--- src/rtl/clock_hms_counter_if.sv ---
// Control and display bus of the HH:MM:SS counter.
// Macro: HMS_SUB_EN adds the i_sub (decrement button) signal.
// master: drives i_ena/i_add/i_mode[/i_sub], receives the fields and pulses.
// slave : the counter itself.
interface clock_hms_counter_if #(
  parameter int unsigned DW = 6
) ();
  logic          i_ena;
  logic          i_add;
  logic          i_mode;
`ifdef HMS_SUB_EN
  logic          i_sub;
`endif
  logic [DW-1:0] o_sec;
  logic [DW-1:0] o_min;
  logic [DW-1:0] o_hr;
  logic [1:0]    o_state;
  logic          o_tick;
  logic          o_day;

`ifdef HMS_SUB_EN
  modport master (output i_ena, i_add, i_mode, i_sub,
                  input  o_sec, o_min, o_hr, o_state, o_tick, o_day);
  modport slave  (input  i_ena, i_add, i_mode, i_sub,
                  output o_sec, o_min, o_hr, o_state, o_tick, o_day);
`else
  modport master (output i_ena, i_add, i_mode,
                  input  o_sec, o_min, o_hr, o_state, o_tick, o_day);
  modport slave  (input  i_ena, i_add, i_mode,
                  output o_sec, o_min, o_hr, o_state, o_tick, o_day);
`endif
endinterface

--- src/rtl/clock_hms_counter.sv ---
// Time-of-day counter: prescaled seconds -> minutes -> hours cascade, with
// a set-mode FSM that lets a button adjust one field at a time.
// Macro: HMS_SUB_EN enables the i_sub decrement button.
// Ports:
//   clk  - clock, rising edge
//   rst  - synchronous active-high reset
//   bus  - clock_hms_counter_if.slave: i_ena, i_add, i_mode, [i_sub] in;
//          o_sec, o_min, o_hr, o_state, o_tick, o_day out (all registered)
module clock_hms_counter #(
  parameter int unsigned TICK_DIV  = 2,
  parameter int unsigned SEC_LIMIT = 60,
  parameter int unsigned MIN_LIMIT = 60,
  parameter int unsigned HR_LIMIT  = 24,
  parameter int unsigned DW        = 6
) (
  input  logic                  clk,
  input  logic                  rst,
  clock_hms_counter_if.slave    bus
);

  localparam int unsigned PW = (TICK_DIV > 1) ? $clog2(TICK_DIV) : 1;

  localparam logic [PW-1:0] PRE_MAX = PW'(TICK_DIV - 1);
  localparam logic [DW-1:0] SEC_MAX = DW'(SEC_LIMIT - 1);
  localparam logic [DW-1:0] MIN_MAX = DW'(MIN_LIMIT - 1);
  localparam logic [DW-1:0] HR_MAX  = DW'(HR_LIMIT - 1);

  typedef enum logic [1:0] {
    RUN     = 2'd0,
    SET_HR  = 2'd1,
    SET_MIN = 2'd2,
    SET_SEC = 2'd3
  } state_t;

  state_t        r_state, w_state_nxt;
  logic [PW-1:0] r_pre,   w_pre_nxt;
  logic [DW-1:0] r_sec,   w_sec_nxt;
  logic [DW-1:0] r_min,   w_min_nxt;
  logic [DW-1:0] r_hr,    w_hr_nxt;
  logic          r_tick,  w_tick_nxt;
  logic          r_day,   w_day_nxt;
  logic          w_sub;
  logic          w_inc;
  logic          w_dec;

  function automatic logic [DW-1:0] inc_mod(input logic [DW-1:0] v,
                                            input logic [DW-1:0] vmax);
    return (v == vmax) ? '0 : v + DW'(1);
  endfunction

  function automatic logic [DW-1:0] dec_mod(input logic [DW-1:0] v,
                                            input logic [DW-1:0] vmax);
    return (v == '0) ? vmax : v - DW'(1);
  endfunction

`ifdef HMS_SUB_EN
  assign w_sub = bus.i_sub;
`else
  assign w_sub = 1'b0;
`endif

  // Simultaneous add and subtract cancel each other.
  assign w_inc = bus.i_add & ~w_sub;
  assign w_dec = w_sub & ~bus.i_add;

  // State and datapath registers.
  always_ff @(posedge clk) begin
    if (rst) begin
      r_state <= RUN;
      r_pre   <= '0;
      r_sec   <= '0;
      r_min   <= '0;
      r_hr    <= '0;
      r_tick  <= 1'b0;
      r_day   <= 1'b0;
    end else begin
      r_state <= w_state_nxt;
      r_pre   <= w_pre_nxt;
      r_sec   <= w_sec_nxt;
      r_min   <= w_min_nxt;
      r_hr    <= w_hr_nxt;
      r_tick  <= w_tick_nxt;
      r_day   <= w_day_nxt;
    end
  end

  // Next state: mode pulse beats field adjust, which beats the tick.
  always_comb begin
    w_state_nxt = r_state;
    w_pre_nxt   = r_pre;
    w_sec_nxt   = r_sec;
    w_min_nxt   = r_min;
    w_hr_nxt    = r_hr;
    w_tick_nxt  = 1'b0;
    w_day_nxt   = 1'b0;

    if (bus.i_mode) begin
      // Prescaler is parked at zero whenever we are not running, so the
      // first tick after resuming takes a full TICK_DIV enables.
      w_pre_nxt = '0;
      case (r_state)
        RUN:     w_state_nxt = SET_HR;
        SET_HR:  w_state_nxt = SET_MIN;
        SET_MIN: w_state_nxt = SET_SEC;
        default: w_state_nxt = RUN;
      endcase
    end else begin
      case (r_state)
        RUN: begin
          if (bus.i_ena) begin
            if (r_pre == PRE_MAX) begin
              w_pre_nxt  = '0;
              w_tick_nxt = 1'b1;
              w_sec_nxt  = inc_mod(r_sec, SEC_MAX);
              if (r_sec == SEC_MAX) begin
                w_min_nxt = inc_mod(r_min, MIN_MAX);
                if (r_min == MIN_MAX) begin
                  w_hr_nxt  = inc_mod(r_hr, HR_MAX);
                  w_day_nxt = (r_hr == HR_MAX);
                end
              end
            end else begin
              w_pre_nxt = r_pre + PW'(1);
            end
          end
        end
        SET_HR: begin
          if (w_inc)      w_hr_nxt = inc_mod(r_hr, HR_MAX);
          else if (w_dec) w_hr_nxt = dec_mod(r_hr, HR_MAX);
        end
        SET_MIN: begin
          if (w_inc)      w_min_nxt = inc_mod(r_min, MIN_MAX);
          else if (w_dec) w_min_nxt = dec_mod(r_min, MIN_MAX);
        end
        default: begin
          if (w_inc)      w_sec_nxt = inc_mod(r_sec, SEC_MAX);
          else if (w_dec) w_sec_nxt = dec_mod(r_sec, SEC_MAX);
        end
      endcase
    end
  end

  assign bus.o_sec   = r_sec;
  assign bus.o_min   = r_min;
  assign bus.o_hr    = r_hr;
  assign bus.o_state = r_state;
  assign bus.o_tick  = r_tick;
  assign bus.o_day   = r_day;

endmodule

--- src/flat_wrapper.sv ---
// flat-port wrapper written by rule: the top's interface ports become plain ports
module clock_hms_counter_flat 
#(
  parameter int unsigned TICK_DIV  = 2,
  parameter int unsigned SEC_LIMIT = 60,
  parameter int unsigned MIN_LIMIT = 60,
  parameter int unsigned HR_LIMIT  = 24,
  parameter int unsigned DW        = 6
)
  (clk, rst, bus_i_ena, bus_i_add, bus_i_mode, bus_o_sec, bus_o_min, bus_o_hr, bus_o_state, bus_o_tick, bus_o_day);
  clock_hms_counter_if #(.DW(DW)) bus_i ();
  input  logic clk;
  input  logic rst;
  input wire logic [$bits(bus_i.i_ena)-1:0] bus_i_ena;
  input wire logic [$bits(bus_i.i_add)-1:0] bus_i_add;
  input wire logic [$bits(bus_i.i_mode)-1:0] bus_i_mode;
  output wire logic [$bits(bus_i.o_sec)-1:0] bus_o_sec;
  output wire logic [$bits(bus_i.o_min)-1:0] bus_o_min;
  output wire logic [$bits(bus_i.o_hr)-1:0] bus_o_hr;
  output wire logic [$bits(bus_i.o_state)-1:0] bus_o_state;
  output wire logic [$bits(bus_i.o_tick)-1:0] bus_o_tick;
  output wire logic [$bits(bus_i.o_day)-1:0] bus_o_day;
  assign bus_i.i_ena = bus_i_ena;
  assign bus_i.i_add = bus_i_add;
  assign bus_i.i_mode = bus_i_mode;
  assign bus_o_sec = bus_i.o_sec;
  assign bus_o_min = bus_i.o_min;
  assign bus_o_hr = bus_i.o_hr;
  assign bus_o_state = bus_i.o_state;
  assign bus_o_tick = bus_i.o_tick;
  assign bus_o_day = bus_i.o_day;
  clock_hms_counter #(.TICK_DIV(TICK_DIV), .SEC_LIMIT(SEC_LIMIT), .MIN_LIMIT(MIN_LIMIT), .HR_LIMIT(HR_LIMIT), .DW(DW)) u_core (.clk(clk), .rst(rst), .bus(bus_i));
endmodule
--- config.mk ---
export PLATFORM = sky130hd
export DESIGN_NAME = clock_hms_counter_flat
export DESIGN_NICKNAME = d
export VERILOG_FILES = /design/src/rtl/clock_hms_counter_if.sv /design/src/rtl/clock_hms_counter.sv /design/src/flat_wrapper.sv
export SDC_FILE = /design/constraint.sdc
export NUM_CORES = 1
export LEC_CHECK = 0
export CORE_MARGIN = 4
export CORE_UTILIZATION = 46
export DETAILED_ROUTE_END_ITERATION = 8
export PLACE_DENSITY = 0.75
export SYNTH_ARGS = -nofsm -noshare
export SYNTH_HDL_FRONTEND = slang
export SYNTH_SLANG_ARGS = --single-unit
export TNS_END_PERCENT = 30
--- constraint.sdc ---
create_clock -name clk -period 2.8 [get_ports clk]
set_clock_uncertainty 0.15 [all_clocks]
set_input_delay 0.56 -clock clk [delete_from_list [all_inputs] [get_ports clk]]
set_output_delay 0.56 -clock clk [all_outputs]
set_load 0.005 [all_outputs]
After elaboration in Yosys (flattened, before gate mapping)
Index checks and enable logic that the tools add are counted.

operators by class
  reduce and logical (&&, ||, !) cells = 12
  multiplexer cells = 21
  eq/ne operators = 11
  $add $sub $neg = 4
  bitwise operators = 7

operator list
  kind                                                                     number
  6-bit two-way mux                                                        15
  6-bit one-hot mux with 2 select lines                                    3
  6-bit by 1-bit adder with 6-bit output, second input constant            3
  6-bit == test, second input constant                                     2
  1-bit NOT                                                                7
  7-bit AND reduction                                                      1
  7-bit OR reduction                                                       1
  6-bit by 5-bit == test with 1-bit output, second input constant          1
  2-bit by 1-bit inequality test with 1-bit output, second input constant  3
  2-bit inequality test, second input constant                             3
  2-bit one-hot mux with 3 select lines                                    1
  6-bit AND reduction                                                      1
  2-bit nonzero test                                                       3
  5-bit AND reduction                                                      1
  2-bit OR reduction                                                       2
  4-bit OR reduction                                                       1
  2-bit by 1-bit == test with 1-bit output, second input constant          1
  2-bit == test, second input constant                                     1
  2-bit zero test                                                          1
  1-bit two-way mux                                                        2
  2-bit AND reduction                                                      1
  1-bit adder, second input constant                                       1

word-level totals
  output and inout bits = 22
  flip-flop bits (word level) = 23

Longest topological paths before layout
Gate-level depths: netlist (run 1).

  depth in word-level cells = 7
  gate-level depth with buffers = 8
  gate-level depth less buffers = 7

Least setup slack after synthesis (run 1)
OpenSTA, ideal clock, no wires.

  path type = flip-flop to flip-flop
  from = reg u_core.r_state[0], in the netlist u_core.bus.o_state[0]
  to = reg u_core.r_sec[0], in the netlist u_core.bus.o_sec[0]
  clock period less this slack = 2.081 ns
  data required time = 2.522 ns
  path slack = 0.719 ns
  arrival time = 1.802 ns
  path buffers = 1
  stages on the path, launching flop included = 9
  cell sequence = dfxtp_1 > inv_1 > ha_1 > clkbuf_2 > nand2b_1 > a211oi_2 > inv_1 > o21ai_1 > nor2_1

on the way
  cells in the longest elaborated chain, start to end = 4
  elaborated cells on any way between the ends = 10

RTL lines
  what                                                                       line                      source
  from (decl)                                                                clock_hms_counter.sv:35   state_t r_state, w_state_nxt;
  from (signal assigned)                                                     clock_hms_counter.sv:77   r_state <= w_state_nxt;
  2-bit by 1-bit == test with 1-bit output or 2-bit == test (tied branches)  clock_hms_counter.sv:108  case (r_state)
  2-bit OR reduction (no source line)                                        -
  1-bit NOT (no source line)                                                 -
  5-bit AND reduction (no source line)                                       -
  to (signal assigned)                                                       clock_hms_counter.sv:79   r_sec <= w_sec_nxt;
  to (decl)                                                                  clock_hms_counter.sv:37   logic [DW-1:0] r_sec, w_sec_nxt;

Several ways; a longest one is shown, not always the timed one.
A chain may end at the register's enable or synchronous reset.

Final worst setup path (run 1)
  from = reg u_core.r_state[0], in the netlist u_core.bus.o_state[0]
  to = reg u_core.r_sec[3], in the netlist u_core.bus.o_sec[3]

Same word-level chain as after synthesis.

==> results_dict.tcl, run 1 <==
set metrics [dict create \
    hold_depth 2 \
    routabilityCongestion 0.789 \
    worstSetupPathType "reg2reg" \
    area_delta_synth_final_pct 26.4 \
    powerDensity_mw_per_mm2 392 \
    fillers 217 \
    grt_max_degree 14 \
    layout_min_cycle_time_ns 2.19 \
    worstMarginPinSlew_ns 0.524 \
    drt_iter0_markers 35 \
    cts_tree "yes" \
    dp_hpwl_mm 1.93 \
    finalSetupTns_ns 0 \
    fmax_mhz 456 \
    synthDominantCellAreaShare_pct 37.9 \
    layout-drive-gt1-share_pct 11.1 \
    cp_max_fo 8 \
    setup_ws_ns 0.605 \
    vias_per_cell 5.51 \
    synthTopCellsByArea "dfxtp_1, ha_1, nor2_1" \
    die_h_um 59.4 \
    path_clk_slew_ns 0.13 \
    dp_cells 188 \
    numCtsBuffers 3 \
    insertion_delay_ns 0.32 \
    synth.most_common_cell "dfxtp_1" \
    end_kind "flip-flop" \
    synth_cells 134 \
    start_kind "flip-flop" \
    root_buffer "clkbuf_4" \
    gr-usage-met3_pct 2.61 \
    route.detailed.drc 0 \
    ant_nets 0 \
    rsz0062_at_grt "false" \
    wl_mm 2.59 \
    hold_buffers 0 \
    r2r_cells 8 \
    cap_violations 0 \
    setup_violations 0 \
    vdd_drop_max_mv 0.286 \
    hold_path_class "reg2reg" \
    layout.nets 175 \
    dieWidth_um 59.4 \
    dieArea_mm2 0.00352 \
    gr-total-overflow 0 \
    post-route-period-util_pct 78.4 \
    ys_ff_latch 23 \
    synth.distinct_cells 41 \
    cts.path.max_buffers 2 \
    ys_top_cells_by_count "dfxtp_1, nor2_1, nand2_1, ha_1" \
    synth-edff-count 0 \
    slew_headroom_pct 64.9 \
    crit_path_frequent_cell "inv_1" \
    grt.busiest_layer "met2" \
    io_pins 27 \
    finalMaxSlewViolations 0 \
    leakagePower_nw 0.590 \
    critPathSlowestCell "dfxtp_1" \
    yosys_warnings 0 \
    grt_pass1_vias 1007 \
    crit_required_ns 2.86 \
    use_met2_pct 27.5 \
    hold_ws_ns 0.371 \
    synth_top_cell_by_area "dfxtp_1" \
    port_buffers 26 \
    vias 1057 \
    grt_use_met1_pct 21.1 \
    place_ws_ns 0.391 \
    initial_utilization_pct 48.5 \
    core_mm2 0.00250 \
    rows 18 \
    cts_max_level 1 \
    clkSinkCount 23 \
    routedWlPerCell_um 13.5 \
    critPathArrivalTime_ns 2.25 \
    synth_ff_type "dfxtp_1" \
    crit_chain "inv_1 -> ha_1 -> nand2b_1 -> a211oi_2 -> buf_4 -> inv_1 -> o21ai_1 -> nor2_1" \
    grt_pass1_wl_mm 4.47 \
    slowest_delay_ns 0.44 \
    syn_area_mm2 0.00121 \
    finalHoldViolCount 0 \
    first_pass_iters 4 \
    antenna_cells 0 \
    cts_resized 0 \
    post-route-util_pct 61.4 \
    cts_setup_buffers 0 \
    outcome "finished clean" \
    avgSynthCellArea_um2 9.06 \
    globalRouteTotalUtil_pct 16.5 \
    postSynthNetCount 146 \
    yosysSeqAreaShare_pct 37.9 \
    instances_no_fill 192 \
    async_flop_share_pct 0 \
    antenna_found_initial 0 \
]
[cell families after synthesis]
logic type | after synthesis | share of synthesized area (%)
AO/OA/AOI/OAI | 23 | 17.6
XOR/XNOR | 6 | 4.33
adder cells (fa/ha/maj) | 7 | 7.22
buffers and inverters | 11 | 4.43
flip-flops | 23 | 37.9
multiplexers | 6 | 4.95
AND/OR/NAND/NOR | 58 | 23.5
[layer usage]
layer / wire length, um / vias to the layer above
met4: 36 / 0
met3: 82 / 4
li1: - / 534
met5: 0 / -
met2: 1270 / 18
met1: 1200 / 501
[registers in the layout (all words and copies together) (netlist names)]
name,flops
u_core.bus.o_state,2
u_core.bus.o_sec,6
u_core.r_pre,1
u_core.bus.o_hr,6
u_core.bus.o_tick,1
u_core.bus.o_min,6
u_core.bus.o_day,1
[stage by stage]
step	area [um^2]	total power [W]
3_3_place_gp	1510	0.000446
6_report	1530	0.000601
2_1_floorplan	1210	0.000416
4_1_cts	1530	0.000609
5_1_grt	1530	0.000639
3_5_place_dp	1510	0.000449
[critical path, delay by kind of cell (launching register included)]
family          cells  cell delay, ns
compound gates      2            0.56
flops               1            0.44
buf+inv             3            0.31
fa+ha+maj           1            0.31
simple gates        2            0.30
[power breakdown]
| group | internal (W) | switching [W] | total (W) |
|---|---|---|---|
| clock network | 0.0000535 | 0.000106 | 0.000159 |
| registers | 0.000335 | 0.00000980 | 0.000345 |
| logic | 0.0000466 | 0.0000504 | 0.0000971 |
[placed cells by master (no fill, tap or decap), types with 3 or more instances in the layout]
cell             count
nand3_1              6
nand2_1             14
mux2i_1              6
inv_1                5
clkdlybuf4s50_1     26
nand2b_1             3
a21oi_1              6
clkbuf_4             3
nor3_1               3
buf_4                4
ha_1                 7
nor2_1              18
xor2_1               5
nand4_1              4
dfxtp_1             23
[layout make-up]
class,instances,area (um^2),area share [%]
inverters,5,18.8,1.22
flip-flops and latches,23,460,30.0
clock buffers,3,22.5,1.47
well taps,30,37.5,2.45
clock inverters,1,5.00,0.326
multi-input cells,100,699,45.6
repair buffers,30,290,18.9
[final timing paths]
path	from	to	slack, ns
worst max register to register	u_core.bus.o_state[0]$_SDFFE_PP0P_	u_core.bus.o_sec[3]$_SDFFE_PP0P_	0.61
worst min register to register	u_core.bus.o_min[1]$_SDFFE_PP0P_	u_core.bus.o_min[1]$_SDFFE_PP0P_	0.37
worst max-delay path	u_core.bus.o_state[0]$_SDFFE_PP0P_	u_core.bus.o_sec[3]$_SDFFE_PP0P_	0.61
worst min-delay path	u_core.bus.o_min[1]$_SDFFE_PP0P_	u_core.bus.o_min[1]$_SDFFE_PP0P_	0.37
(Power assumes the default switching activity.)
==> run 2, diff against run 1 <==
Clock period 2.8 ns to 2.05 ns, I/O delays scaled along.
==> results_dict.tcl, run 2 (synthesized netlist as in run 1, its figures left out) <==
set metrics [dict create \
    cts_tree "yes" \
    pwr-share-clk_pct 24.7 \
    p_seq_share_pct 54.3 \
    p_int_w 0.000628 \
    vdd_drop_max_mv 0.542 \
    start_kind "flip-flop" \
    hold_ws_ns 0.378 \
    worstMarginPinSlew_ns 0.272 \
    setup_violations 0 \
    antenna_cells 0 \
    layout-drive-gt1-share_pct 21.8 \
    path_buf_inv 1 \
    grt_pass1_wl_mm 4.54 \
    drt_iter0_markers 38 \
    layout.nets 192 \
    end_kind "flip-flop" \
    place_ws_ns -0.180 \
    wl_mm 2.69 \
    antenna_found_initial 0 \
    swShare_pct 26.9 \
    critPathArrivalTime_ns 2.02 \
    grt_max_degree 13 \
    dieWidth_um 59.4 \
    powerDensity_mw_per_mm2 504 \
    worstSetupPathType "reg2reg" \
    io_pins 27 \
    p_switching_w 0.000231 \
    fmax_mhz 516 \
    globalRouteTotalUtil_pct 16.3 \
    routedWlPerCell_um 12.9 \
    routabilityCongestion 0.780 \
    path_clk_slew_ns 0.13 \
    final_cell_mix "clkdlybuf4s50_1, dfxtp_1, buf_4" \
    clkSinkCount 23 \
    vias_per_cell 5.34 \
    multi_input_area_um2 737 \
    rows 18 \
    finalPower_w 0.000860 \
    cts_max_level 1 \
    die_h_um 59.4 \
    dp_hpwl_mm 2.06 \
    finalMaxSlewViolations 0 \
    critPathSlowestCell "dfxtp_2" \
    root_buffer "clkbuf_4" \
    crit_chain "ha_4 -> and4b_1 -> nand2_2 -> a2111oi_4 -> buf_6 -> a41oi_2 -> a311oi_2" \
    outcome "finished clean" \
    insertion_delay_ns 0.31 \
    crit_required_ns 2.13 \
    slowest_delay_ns 0.37 \
    dieArea_mm2 0.00352 \
    first_pass_iters 4 \
    critPathTopFamily "compound AO/OA/AOI/OAI gates" \
    leakagePower_nw 0.676 \
    gr-total-overflow 0 \
    seqCellArea_um2 463 \
    grt_pass1_vias 1091 \
    layout_min_cycle_time_ns 1.94 \
    post-route-period-util_pct 94.6 \
    finalSetupTns_ns 0 \
    comb_power_share_pct 21.0 \
    cap_violations 0 \
    port_buffers 26 \
    vias 1117 \
    fillers 199 \
    ant_nets 0 \
    initial_utilization_pct 48.5 \
    numCtsBuffers 3 \
    cp_max_fo 8 \
    setup_ws_ns 0.110 \
    slew_headroom_pct 81.9 \
    area_delta_synth_final_pct 40.4 \
    final_common_cell "clkdlybuf4s50_1" \
    cts.path.max_buffers 2 \
    hold_path_class "reg2reg" \
    route.detailed.drc 0 \
    rsz0062_at_grt "false" \
    core_mm2 0.00250 \
    finalHoldViolCount 0 \
]
[run 2: what timing repair did]
item,CTS,global route
endpoints found under the setup margin,1,8
hold buffers,0,0
pin swaps,0,2
setup buffers,2,1
resized for setup,3,5
[run 2: area by class of cell]
cell class,count,share of cell area [%]
timing repair buffer,47,24.7
inverter,5,1.10
sequential,23,27.2
multi-input combinational,100,43.2
tap,30,2.20
clock buffer,4,1.54
[run 2: routing by layer]
metal	global-route usage [%]	share of wire [%]	routed length, um	vias up
met5	0	0	0	-
met4	5.18	1.5	40	0
met3	1.96	3.2	87	5
met2	28.9	51	1360	26
met1	20.3	45	1200	521
li1	-	-	-	565
[run 2: path summary, 6_finish.rpt]
path                                    start                          endpoint  slack [ns]  cells after the start
max          u_core.bus.o_sec[0]$_SDFFE_PP0P_  u_core.bus.o_min[4]$_SDFFE_PP0P_        0.11                      7
min           u_core.bus.o_hr[0]$_SDFFE_PP0P_   u_core.bus.o_hr[0]$_SDFFE_PP0P_        0.38                      2
max reg2reg  u_core.bus.o_sec[0]$_SDFFE_PP0P_  u_core.bus.o_min[4]$_SDFFE_PP0P_        0.11                      7
min reg2reg   u_core.bus.o_hr[0]$_SDFFE_PP0P_   u_core.bus.o_hr[0]$_SDFFE_PP0P_        0.38                      2
[run 2: power by group through the flow]
stage | logic (W) | registers (W) | clock network (W)
global placement | 0.000155 | 0.000475 | 0
finish | 0.000181 | 0.000467 | 0.000212
floorplan | 0.0000938 | 0.000479 | 0
detailed placement | 0.000160 | 0.000475 | 0
CTS | 0.000168 | 0.000465 | 0.000217
global route | 0.000199 | 0.000469 | 0.000235
[run 2: stage by stage]
stage,instances,cell area [um^2],utilization [%]
global placement,202,1620,64.8
global route,209,1700,68.2
detailed placement,202,1620,64.8
floorplan,134,1220,-
finish,209,1700,68.2
CTS,208,1670,66.8
[run 2: worst reg2reg max path: stages, from the launching register on]
cell	delay, ns
dfxtp_2	0.37
ha_4	0.14
and4b_1	0.23
nand2_2	0.09
a2111oi_4	0.32
buf_6	0.18
a41oi_2	0.13
a311oi_2	0.25
